`src/rtl/gate_sweep_sequencer.sv`:
```
// ---------------------------------------------------------------------------
// gate_sweep_sequencer
//
// Sweeps every W-bit pattern into a bank of inverters and checks each
// response against the bitwise inverse of the driven pattern. It waits
// SETTLE_CYC cycles before each check, then reports:
//   - a saturating mismatch count,
//   - the first failing pattern,
//   - a pass/fail verdict.
//
// Parameters:
//   W          bank / pattern width (1..8)
//   SETTLE_CYC settle cycles between driving a pattern and checking it (>=1)
//   ERR_W      mismatch counter width
//
// Ports:
//   clk        rising-edge clock
//   rst_n      asynchronous active-low reset
//   start      level-sampled sweep request, honoured in IDLE or DONE only
//   stim       pattern driven into the inverter bank
//   resp       inverter bank outputs
//   busy       sweep in progress
//   done       sweep finished, held until the next accepted start
//   pass       valid with done, high when no mismatch was counted
//   err_cnt    mismatch count, saturating at all-ones
//   fail_pat   stim value of the first mismatch
//   fail_valid fail_pat holds a captured value
//
// Build option:
//   GATE_SEQ_STOP_ON_FAIL_EN  when defined, the first mismatch ends the sweep
// ---------------------------------------------------------------------------
module gate_sweep_sequencer #(
    parameter int W          = 4,
    parameter int SETTLE_CYC = 2,
    parameter int ERR_W      = 8
) (
    input  logic             clk,
    input  logic             rst_n,
    input  logic             start,
    output logic [W-1:0]     stim,
    input  logic [W-1:0]     resp,
    output logic             busy,
    output logic             done,
    output logic             pass,
    output logic [ERR_W-1:0] err_cnt,
    output logic [W-1:0]     fail_pat,
    output logic             fail_valid
);

    localparam int SW = (SETTLE_CYC > 1) ? $clog2(SETTLE_CYC) : 1;
    localparam logic [W:0]       PAT_LAST    = {1'b0, {W{1'b1}}};
    localparam logic [SW-1:0]    SETTLE_LAST = SW'(SETTLE_CYC - 1);
    localparam logic [ERR_W-1:0] ERR_MAX     = {ERR_W{1'b1}};

    typedef enum logic [2:0] {
        ST_IDLE   = 3'd0,
        ST_DRIVE  = 3'd1,
        ST_SETTLE = 3'd2,
        ST_CHECK  = 3'd3,
        ST_DONE   = 3'd4
    } state_t;

    state_t           state_r, state_nxt_s;
    logic [W:0]       pat_r, pat_nxt_s;
    logic [SW-1:0]    settle_r, settle_nxt_s;
    logic [W-1:0]     stim_r, stim_nxt_s;
    logic [W-1:0]     fail_pat_r, fail_pat_nxt_s;
    logic [ERR_W-1:0] err_r, err_nxt_s;
    logic             busy_r, busy_nxt_s;
    logic             done_r, done_nxt_s;
    logic             pass_r, pass_nxt_s;
    logic             fail_valid_r, fail_valid_nxt_s;

    logic             start_acc_s;
    logic             mismatch_s;
    logic             last_s;
    logic             settle_end_s;

    // start only counts when the FSM is idle or parked in DONE
    assign start_acc_s  = start && ((state_r == ST_IDLE) || (state_r == ST_DONE));
    assign mismatch_s   = (state_r == ST_CHECK) && (resp != ~stim_r);
    assign last_s       = (pat_r == PAT_LAST);
    assign settle_end_s = (settle_r == SETTLE_LAST);

    // State register
    always_ff @(posedge clk or negedge rst_n) begin
        if (!rst_n) begin
            state_r <= ST_IDLE;
        end else begin
            state_r <= state_nxt_s;
        end
    end

    // Next-state logic
    always_comb begin
        state_nxt_s = state_r;
        case (state_r)
            ST_IDLE, ST_DONE: begin
                if (start) state_nxt_s = ST_DRIVE;
                else       state_nxt_s = state_r;
            end
            ST_DRIVE:  state_nxt_s = ST_SETTLE;
            ST_SETTLE: begin
                if (settle_end_s) state_nxt_s = ST_CHECK;
                else              state_nxt_s = ST_SETTLE;
            end
            ST_CHECK: begin
`ifdef GATE_SEQ_STOP_ON_FAIL_EN
                if (mismatch_s || last_s) state_nxt_s = ST_DONE;
                else                      state_nxt_s = ST_DRIVE;
`else
                if (last_s) state_nxt_s = ST_DONE;
                else        state_nxt_s = ST_DRIVE;
`endif
            end
            default: state_nxt_s = ST_IDLE;
        endcase
    end

    // Next values of the registered datapath and outputs
    always_comb begin
        pat_nxt_s        = pat_r;
        settle_nxt_s     = settle_r;
        stim_nxt_s       = stim_r;
        err_nxt_s        = err_r;
        fail_pat_nxt_s   = fail_pat_r;
        fail_valid_nxt_s = fail_valid_r;
        busy_nxt_s       = busy_r;
        done_nxt_s       = done_r;
        pass_nxt_s       = pass_r;
        if (start_acc_s) begin
            pat_nxt_s        = '0;
            settle_nxt_s     = '0;
            stim_nxt_s       = '0;
            err_nxt_s        = '0;
            fail_pat_nxt_s   = '0;
            fail_valid_nxt_s = 1'b0;
            busy_nxt_s       = 1'b1;
            done_nxt_s       = 1'b0;
            pass_nxt_s       = 1'b0;
        end else begin
            case (state_r)
                ST_DRIVE: begin
                    stim_nxt_s   = pat_r[W-1:0];
                    settle_nxt_s = '0;
                end
                ST_SETTLE: begin
                    if (settle_end_s) settle_nxt_s = settle_r;
                    else              settle_nxt_s = settle_r + SW'(1);
                end
                ST_CHECK: begin
                    if (mismatch_s) begin
                        if (err_r != ERR_MAX) err_nxt_s = err_r + ERR_W'(1);
                        else                  err_nxt_s = err_r;
                        if (!fail_valid_r) begin
                            fail_pat_nxt_s   = stim_r;
                            fail_valid_nxt_s = 1'b1;
                        end else begin
                            fail_pat_nxt_s   = fail_pat_r;
                            fail_valid_nxt_s = fail_valid_r;
                        end
                    end else begin
                        err_nxt_s = err_r;
                    end
                    if (state_nxt_s == ST_DONE) begin
                        busy_nxt_s = 1'b0;
                        done_nxt_s = 1'b1;
                        stim_nxt_s = '0;
                        // verdict includes the check made on this very edge
                        pass_nxt_s = (err_nxt_s == '0);
                    end else begin
                        // load the next pattern as DRIVE is entered so stim
                        // stays flat across the whole DRIVE/SETTLE/CHECK window
                        pat_nxt_s  = pat_r + (W+1)'(1);
                        stim_nxt_s = pat_nxt_s[W-1:0];
                    end
                end
                default: begin
                    pat_nxt_s = pat_r;
                end
            endcase
        end
    end

    // Datapath and output registers
    always_ff @(posedge clk or negedge rst_n) begin
        if (!rst_n) begin
            pat_r        <= '0;
            settle_r     <= '0;
            stim_r       <= '0;
            err_r        <= '0;
            fail_pat_r   <= '0;
            fail_valid_r <= 1'b0;
            busy_r       <= 1'b0;
            done_r       <= 1'b0;
            pass_r       <= 1'b0;
        end else begin
            pat_r        <= pat_nxt_s;
            settle_r     <= settle_nxt_s;
            stim_r       <= stim_nxt_s;
            err_r        <= err_nxt_s;
            fail_pat_r   <= fail_pat_nxt_s;
            fail_valid_r <= fail_valid_nxt_s;
            busy_r       <= busy_nxt_s;
            done_r       <= done_nxt_s;
            pass_r       <= pass_nxt_s;
        end
    end

    assign stim       = stim_r;
    assign busy       = busy_r;
    assign done       = done_r;
    assign pass       = pass_r;
    assign err_cnt    = err_r;
    assign fail_pat   = fail_pat_r;
    assign fail_valid = fail_valid_r;

endmodule

```
`config.mk`:
```
export PLATFORM = sky130hd
export DESIGN_NAME = gate_sweep_sequencer
export DESIGN_NICKNAME = d
export VERILOG_FILES = /design/src/rtl/gate_sweep_sequencer.sv
export SDC_FILE = /design/constraint.sdc
export NUM_CORES = 1
export LEC_CHECK = 0
export CORE_MARGIN = 2
export CORE_UTILIZATION = 38
export CTS_CLUSTER_SIZE = 16
export DETAILED_ROUTE_END_ITERATION = 7
export DONT_BUFFER_PORTS = 1
export GPL_TIMING_DRIVEN = 0
export RECOVER_POWER = 50
export SYNTH_ARGS = -nofsm -noshare
export SYNTH_HDL_FRONTEND = slang
export SYNTH_SLANG_ARGS = --single-unit
```
`constraint.sdc`:
```
create_clock -name clk -period 4.9 [get_ports clk]
set_input_delay 0.98 -clock clk [delete_from_list [all_inputs] [get_ports clk]]
set_output_delay 0.98 -clock clk [all_outputs]
set_load 0.005 [all_outputs]
```
# Yosys cells after proc, flatten, opt, wreduce, memory -nomap -nowiden
# Cells that the tools add are included.
totals:
  ff_bits: 29
  inputBits: 7
  wordCells: 74
op_classes:
  eq_ne: 10
  n_reduce_logical: 15
  n_mux: 35
  n_bitwise: 1
  n_addsub: 3
op_table:
  columns: ["operator", "n"]
  rows:
  - ["$mux W8", 6]
  - ["$mux W4", 6]
  - ["$mux W1", 15]
  - ["$mux W5", 3]
  - ["$pmux W3 S4", 1]
  - ["$add A8 B1 Y8 const B", 1]
  - ["$logic_not A8 Y1", 1]
  - ["$ne A8 B8 Y1 const B", 1]
  - ["$pmux W4 S2", 1]
  - ["$eq A3 B2 Y1 const B", 2]
  - ["$eq A3 B3 Y1 const B", 2]
  - ["$mux W3", 2]
  - ["$reduce_and A2 Y1", 3]
  - ["$reduce_bool A2 Y1", 3]
  - ["$reduce_bool A3 Y1", 2]
  - ["$add A5 B1 Y5 const B", 1]
  - ["$eq A5 B4 Y1 const B", 1]
  - ["$ne A4 B4 Y1", 1]
  - ["$not A4 Y4", 1]
  - ["$eq A3 B1 Y1 const B", 1]
  - ["$logic_not A3 Y1", 1]
  - ["$reduce_and A3 Y1", 1]
  - ["$logic_and A1 B1 Y1", 2]
  - ["$ne A2 B1 Y1 const B", 1]
  - ["5 further kinds", 5]

# Longest topological paths before layout
# Gate-level depths: netlist (run 1).
depth:
  word_depth: 10
  mapped_depth: 8

# Worst setup path after synthesis (run 1)
# No wires, ideal clock.
synth_path:
  path_type: "input to register"
  from: "input port resp[2]"
  to: "register fail_pat_r[1], in the netlist fail_pat[1]"
  arrival_time_ns: 2.019
  slack_ns: 2.750
  cell_stages: 7
  path_cell_list: "xor2_1 > a41oi_1 > buf_2 > and2b_1 > buf_6 > mux2i_1 > nor2_1"
synth_between:
  elab_chain_cells: 4
synth_lines:
  columns: ["item", "line", "rtl"]
  rows:
  - ["start, declared", "41", "input logic [W-1:0] resp,"]
  - ["$ne A4 B4 Y1", "81", "assign mismatch_s = (state_r == ST_CHECK) && (resp != ~stim_r);"]
  - ["$logic_and A1 B1 Y1", "81", null]
  - ["$reduce_bool A2 Y1 (no line)", null, null]
  - ["$reduce_and A3 Y1 (no line)", null, null]
  - ["end signal, assigned", "202", "fail_pat_r <= fail_pat_nxt_s;"]
  - ["end, declared", "67", "logic [W-1:0] fail_pat_r, fail_pat_nxt_s;"]
# No other way between the ends.
# A chain may end at the register's enable or synchronous reset.

# Worst setup path after layout (run 1)
layout_path:
  from: "register err_r[0], in the netlist err_cnt[0]"
  to: "register pass_r, in the netlist pass"
layout_between:
  elab_chain_cells: 9
layout_lines:
  columns: ["item", "line", "rtl"]
  rows:
  - ["start, declared", "68", "logic [ERR_W-1:0] err_r, err_nxt_s;"]
  - ["start signal, assigned", "201", "err_r <= err_nxt_s;"]
  - ["$add A8 B1 Y8 or $ne A8 B8 Y1 (tied branches)", "153", "if (err_r != ERR_MAX) err_nxt_s = err_r + ERR_W'(1);"]
  - ["$mux W8", "153", null]
  - ["$mux W8 (*)", "152", "if (mismatch_s) begin"]
  - ["$mux W8 (*)", "142", "case (state_r)"]
  - ["$mux W8 (*)", "131", "if (start_acc_s) begin"]
  - ["$logic_not A8 Y1 (*)", "170", "pass_nxt_s = (err_nxt_s == '0);"]
  - ["$mux W1 (*)", "165", "if (state_nxt_s == ST_DONE) begin"]
  - ["$mux W1 (*)", "142", null]
  - ["$mux W1 (*)", "131", null]
  - ["end signal, assigned", "206", "pass_r <= pass_nxt_s;"]
  - ["end, declared", "71", "logic pass_r, pass_nxt_s;"]
# Every way passes the cells marked *; elsewhere a longest branch is shown, timed or not. The select of a mux whose other input is x is not followed.

==> impl_metrics.tcl, run 1 <==
set metrics [dict create \
    slew_headroom_pct 70.8 \
    max-vdd-ir-drop_v 0.000294 \
    grt_pass1_wl_mm 6.53 \
    power_frac_clock_pct 24.9 \
    core.rowCount 24 \
    synth_cells 175 \
    path_clk_slew_ns 0.07 \
    utilization_pct 43.0 \
    layout-drive-gt1-share_pct 10.9 \
    ys_ff_latch 29 \
    postCtsSetupRepairBufs 0 \
    area_delta_synth_final_pct 10.9 \
    routed-via-count 1318 \
    die_w_um 70 \
    combPwrFrac_pct 37.2 \
    cts_tree "done" \
    core_mm2 0.00426 \
    nFillCells 439 \
    clkSinkCount 29 \
    synth-edff-count 0 \
    wl_mm 3.78 \
    start_util_pct 38.8 \
    io_pins 27 \
    clock_path_buffers 2 \
    tightest_slew_ns 0.438 \
    rsz0062_at_grt "false" \
    placed_cells 227 \
    setup_viol 0 \
    ant_nets 0 \
    drcViolationCount 0 \
    cp.required_ns 5.12 \
    hold_viol_final 0 \
    placed_cell_area_mm2 0.00172 \
    p_per_area_mw_per_mm2 572 \
    dp_hpwl_mm 2.72 \
    htree_num_levels 2 \
    fp.dieArea_mm2 0.00490 \
    sequentialPowerShare_pct 37.9 \
    routedWlPerCell_um 16.1 \
    clock.fmax_mhz 480 \
    die_h_um 70 \
    syn_area_mm2 0.00166 \
    worstSetupPathType "flop to flop" \
    cellLeakagePower_nw 0.848 \
    drv_slew 0 \
    cap_violations 0 \
    cts_resized 0 \
    portBuffers 0 \
    postSynthAreaPerCell_um2 9.46 \
    p_int_w 0.000641 \
    drt_iter0_markers 66 \
    seq_area_frac_synth_pct 43.8 \
    switching_power_w 0.000409 \
    instances_no_fill 235 \
    ys.flop_type "dfrtp_1" \
    whs_ns 0.385 \
    critPathLaunchType "flop" \
    fin_nets 192 \
    status "finished clean" \
    cp_data_arrival_time_ns 2.31 \
    clk_latency_ns 0.28 \
    switching_share_pct 39.0 \
    grt_usage_pct 16.9 \
    avgViaCountPerCell 5.61 \
    cp-end-kind "flop" \
    timing.final.crit_share_pct 42.5 \
    syn-num-nets 185 \
    cts_inserted_buffers 5 \
    antenna_found_initial 0 \
    dr.pass1.iters 4 \
    cts_hold_buf 0 \
    grt.overflow.total 0 \
    finalSetupTns_ns 0 \
    hold_class "primary input to asynchronous set/reset pin" \
    final.min_clock_period_ns 2.08 \
    synthDistinctLibCells 50 \
    post-route-cell-area_mm2 0.00184 \
    cp_max_fo 8 \
    yosysWarningCount 0 \
    grt_pass1_vias 1337 \
    grt_max_degree 30 \
    synthArstFlopShare_pct 100 \
    cts-root-buf "clkbuf_8" \
    num_antenna_cells 0 \
    gp_congestion 0.879 \
    skew_ns 0.00476 \
]
[registers in the layout (all words and copies together) (netlist names)]
name and flops:
done 1, fail_valid 1, stim 4, state_r 3, settle_end_s 1, fail_pat 4
busy 1, pass 1, err_cnt 8, pat_r 5
[kinds of logic (layout without fill, tap and decap cells)]
logic type	Yosys count	count (layout)	share of synthesized area, %
AND/OR/NAND/NOR	71	71	22.5
AO/OA/AOI/OAI	45	45	18.2
flip-flops	29	29	43.8
buffers and inverters	15	23	5.44
XOR/XNOR	7	7	4.61
multiplexers	5	5	3.10
adder cells (fa/ha/maj)	3	3	2.27
[stage by stage]
stage          worst slack (ns)  total power, W
6_report                   2.82         0.00105
5_1_grt                    2.70         0.00114
4_1_cts                    2.82         0.00106
3_5_place_dp               2.57        0.000797
3_3_place_gp               2.60        0.000778
2_1_floorplan              2.75        0.000694
[critical path: stages, from the launching register on]
cell       delay [ns]
dfrtp_1          0.48
ha_1             0.30
and3_1           0.21
buf_6            0.13
a31oi_2          0.24
and4_1           0.22
a2bb2oi_1        0.25
a41o_1           0.20
[final cells by class]
class / count / area (um2) / area share, %
Multi-Input combinational cell: 131 / 840 / 45.7
Sequential cell: 29 / 726 / 39.5
Clock buffer: 6 / 82.6 / 4.50
Tap cell: 52 / 65.1 / 3.54
Buffer: 9 / 62.6 / 3.41
Clock inverter: 2 / 37.5 / 2.04
Inverter: 6 / 22.5 / 1.23
[final timing paths]
check / slack, ns / cells after the start / end / from
hold / removal: 0.38 / 0 / fail_pat[0] / rst_n
max in group asynchronous: 4.43 / 0 / pat_r[1] / rst_n
setup / recovery: 2.82 / 7 / pass / err_cnt[0]
min in group clk: 0.52 / 2 / busy / busy
setup reg to reg: 2.82 / 7 / pass / err_cnt[0]
hold reg to reg: 0.52 / 2 / busy / busy
[synthesized netlist by cell type, types with 2 or more instances]
master     number  area, um2
a21o_1          2       15.0
a21oi_1        10       50.1
a2bb2oi_1       2       17.5
a31oi_1         2       12.5
and3_1          7       43.8
and4_1          2       17.5
buf_2           3       15.0
buf_4           2       15.0
buf_6           3       33.8
dfrtp_1        29        726
ha_1            3       37.5
inv_1           6       22.5
mux2i_1         4       40.0
nand2_1        13       48.8
nand2b_1        3       18.8
nand3_1        12       60.1
nor2_1         20       75.1
nor3_1          2       10.0
o211ai_1        2       15.0
o21ai_0         9       45.0
o21ai_1         2       10.0
o31ai_1         4       30.0
or3_1           2       12.5
xnor2_1         2       17.5
xor2_1          3       26.3
xor2_2          2       32.5
[placed cells by master (no fill, tap or decap), types with 3 or more instances in the layout]
cell type,count
dfrtp_1,29
nor2_1,20
nand2_1,13
nand3_1,12
a21oi_1,10
o21ai_0,9
and3_1,7
inv_1,6
clkbuf_8,6
o31ai_1,4
mux2i_1,4
clkbuf_1,3
nand2b_1,3
buf_6,3
xor2_1,3
ha_1,3
[per-layer routing]
metal | GRT usage [%] | up-vias | part of all wire [%] | wire length [um]
met4 | 8.55 | 0 | 3.1 | 117
met1 | 20.0 | 626 | 43 | 1610
met2 | 27.8 | 38 | 49 | 1860
li1 | - | 641 | - | -
met5 | 0 | - | 0 | 0
met3 | 5.19 | 13 | 5.1 | 192
[power groups by stage]
stage	combinational [W]	sequential [W]	clock (W)
finish	0.000391	0.000398	0.000261
global route	0.000447	0.000413	0.000276
CTS	0.000396	0.000399	0.000265
detailed placement	0.000394	0.000403	0
global placement	0.000379	0.000399	0
floorplan	0.000317	0.000378	0
Power figures use the tool's default switching activity.
==> run 2, diff against run 1 <==
- clock period: 4.9 -> 2.2 ns (I/O delays scaled with it)
==> impl_metrics.tcl, run 2 (synthesis gave the netlist of run 1 again) <==
set metrics [dict create \
    status "finished clean" \
    die_w_um 70 \
    clock_path_buffers 2 \
    routed-via-count 1324 \
    drt_iter0_markers 62 \
    cellLeakagePower_nw 0.867 \
    p_per_area_mw_per_mm2 1270 \
    whs_ns 0.376 \
    fin_nets 194 \
    grt_max_degree 30 \
    rsz0062_at_grt "false" \
    grt_pass1_vias 1344 \
    grt_usage_pct 17.2 \
    cts_inserted_buffers 5 \
    postCtsSetupRepairBufs 0 \
    avgViaCountPerCell 5.59 \
    antenna_found_initial 0 \
    setup_viol 0 \
    num_antenna_cells 0 \
    mostFrequentLayoutCell "dfrtp_1" \
    core_mm2 0.00426 \
    critPathLaunchType "flop" \
    portBuffers 0 \
    wl_met1_mm 1.65 \
    start_util_pct 38.8 \
    hold_class "primary input to flop" \
    tightest_slew_ns 1.29 \
    crit_slowest_cell "dfrtp_1" \
    route.top_layer_used "met4" \
    worstSetupPathType "flop to flop" \
    finalWorstSetupSlack_ns 0.113 \
    max-vdd-ir-drop_v 0.000662 \
    cp-end-kind "flop" \
    wl_mm 3.82 \
    clk_latency_ns 0.28 \
    cap_violations 0 \
    slew_headroom_pct 14.1 \
    instances_no_fill 237 \
    die_h_um 70 \
    path_cells "ha_1 > and3_1 > buf_6 > a31oi_2 > and4_1 > a2bb2oi_1 > a41o_1" \
    gp_congestion 0.879 \
    slowest_delay_ns 0.48 \
    cp.required_ns 2.42 \
    drcViolationCount 0 \
    cp_data_arrival_time_ns 2.31 \
    area_delta_synth_final_pct 12.5 \
    dp_worst_setup_slack_ns 0.156 \
    dr.pass1.iters 4 \
    final.min_clock_period_ns 2.09 \
    placed_cells 227 \
    htree_num_levels 2 \
    grt_pass1_wl_mm 6.62 \
    timing.final.crit_share_pct 94.9 \
    largest_register_ffs 8 \
    cts_tree "done" \
    dr_wl_met3_um 205 \
    finalSetupTns_ns 0 \
    fp.dieArea_mm2 0.00490 \
    cts-root-buf "clkbuf_8" \
    routedWlPerCell_um 16.1 \
    io_pins 27 \
    clkSinkCount 29 \
    ant_nets 0 \
    layout-drive-gt1-share_pct 11.9 \
    dr_wl_met2_mm 1.85 \
    dp_hpwl_mm 2.72 \
    grt.overflow.total 0 \
    final_cell_mix "dfrtp_1, nor2_1, nand2_1" \
    skew_ns 0.00429 \
    nFillCells 432 \
    clock.fmax_mhz 479 \
    core.rowCount 24 \
    drv_slew 0 \
    hold_viol_final 0 \
    cp_max_fo 8 \
    path_clk_slew_ns 0.07 \
]
-- run 2: cell types whose count changed in the layout (fill, tap and decap cells not counted), sizes merged --
cell	change
dlymetal6s2s	+1
clkbuf	-1
buf	+1
dlygate4sd3	+1
-- run 2: path summary, 6_finish.rpt --
path / cells after the start / from / slack [ns] / endpoint
worst max register to register: 7 / err_cnt[0] / 0.11 / pass
worst min register to register: 2 / busy / 0.52 / busy
worst min-delay path: 2 / start / 0.38 / state_r[2]
max in group asynchronous: 2 / rst_n / 0.34 / pat_r[0]
worst max-delay path: 7 / err_cnt[0] / 0.11 / pass
min in group asynchronous: 2 / rst_n / 1.02 / state_r[2]
-- run 2: through the flow --
step | area, um2 | util (%) | power [W]
final | 1860 | 43.7 | 0.00236
after global routing | 1860 | 43.7 | 0.00255
after CTS | 1870 | 43.9 | 0.00238
after detailed placement | 1720 | 40.3 | 0.00178
after global placement | 1720 | 40.3 | 0.00173
after floorplan | 1660 | - | 0.00155
-- run 2: critical path, delay by kind of cell, from the launching register on --
| family | cells | cell delay [ns] |
|---|---|---|
| AO/OA/AOI/OAI | 3 | 0.69 |
| adder cells (fa/ha/maj) | 1 | 0.30 |
| buffers and inverters | 1 | 0.13 |
| flip-flops | 1 | 0.48 |
| AND/OR/NAND/NOR | 2 | 0.43 |
-- run 2: repair_timing --
action / 4_1_cts / 5_1_grt
setup endpoints to repair: 0 / 1
hold endpoints to repair: 29 / 0
resized for setup: 0 / 1
hold buffers: 2 / 0
-- run 2: power by group --
group	switching [W]	internal [W]	total, W	leakage, nW
combinational	0.000510	0.000381	0.000891	0.436
clock	0.000217	0.000368	0.000585	0.0574
sequential	0.000197	0.000691	0.000888	0.374
total	0.000925	0.00144	0.00236	0.867
-- run 2: layout make-up --
type	count	area (um2)	share of cell area, %
multi-input combinational	131	840	45.1
sequential	29	727	39.0
clock buffer	6	82.6	4.43
buffer	9	66.3	3.56
tap	52	65.1	3.49
clock inverter	2	37.5	2.01
timing repair buffer	2	22.5	1.21
inverter	6	22.5	1.21
-- run 2: metal layers --
metal	GRT usage [%]	vias up
li1	-	646
met1	20.3	627
met2	27.8	37
met3	5.63	14
met4	8.55	0
met5	0	-
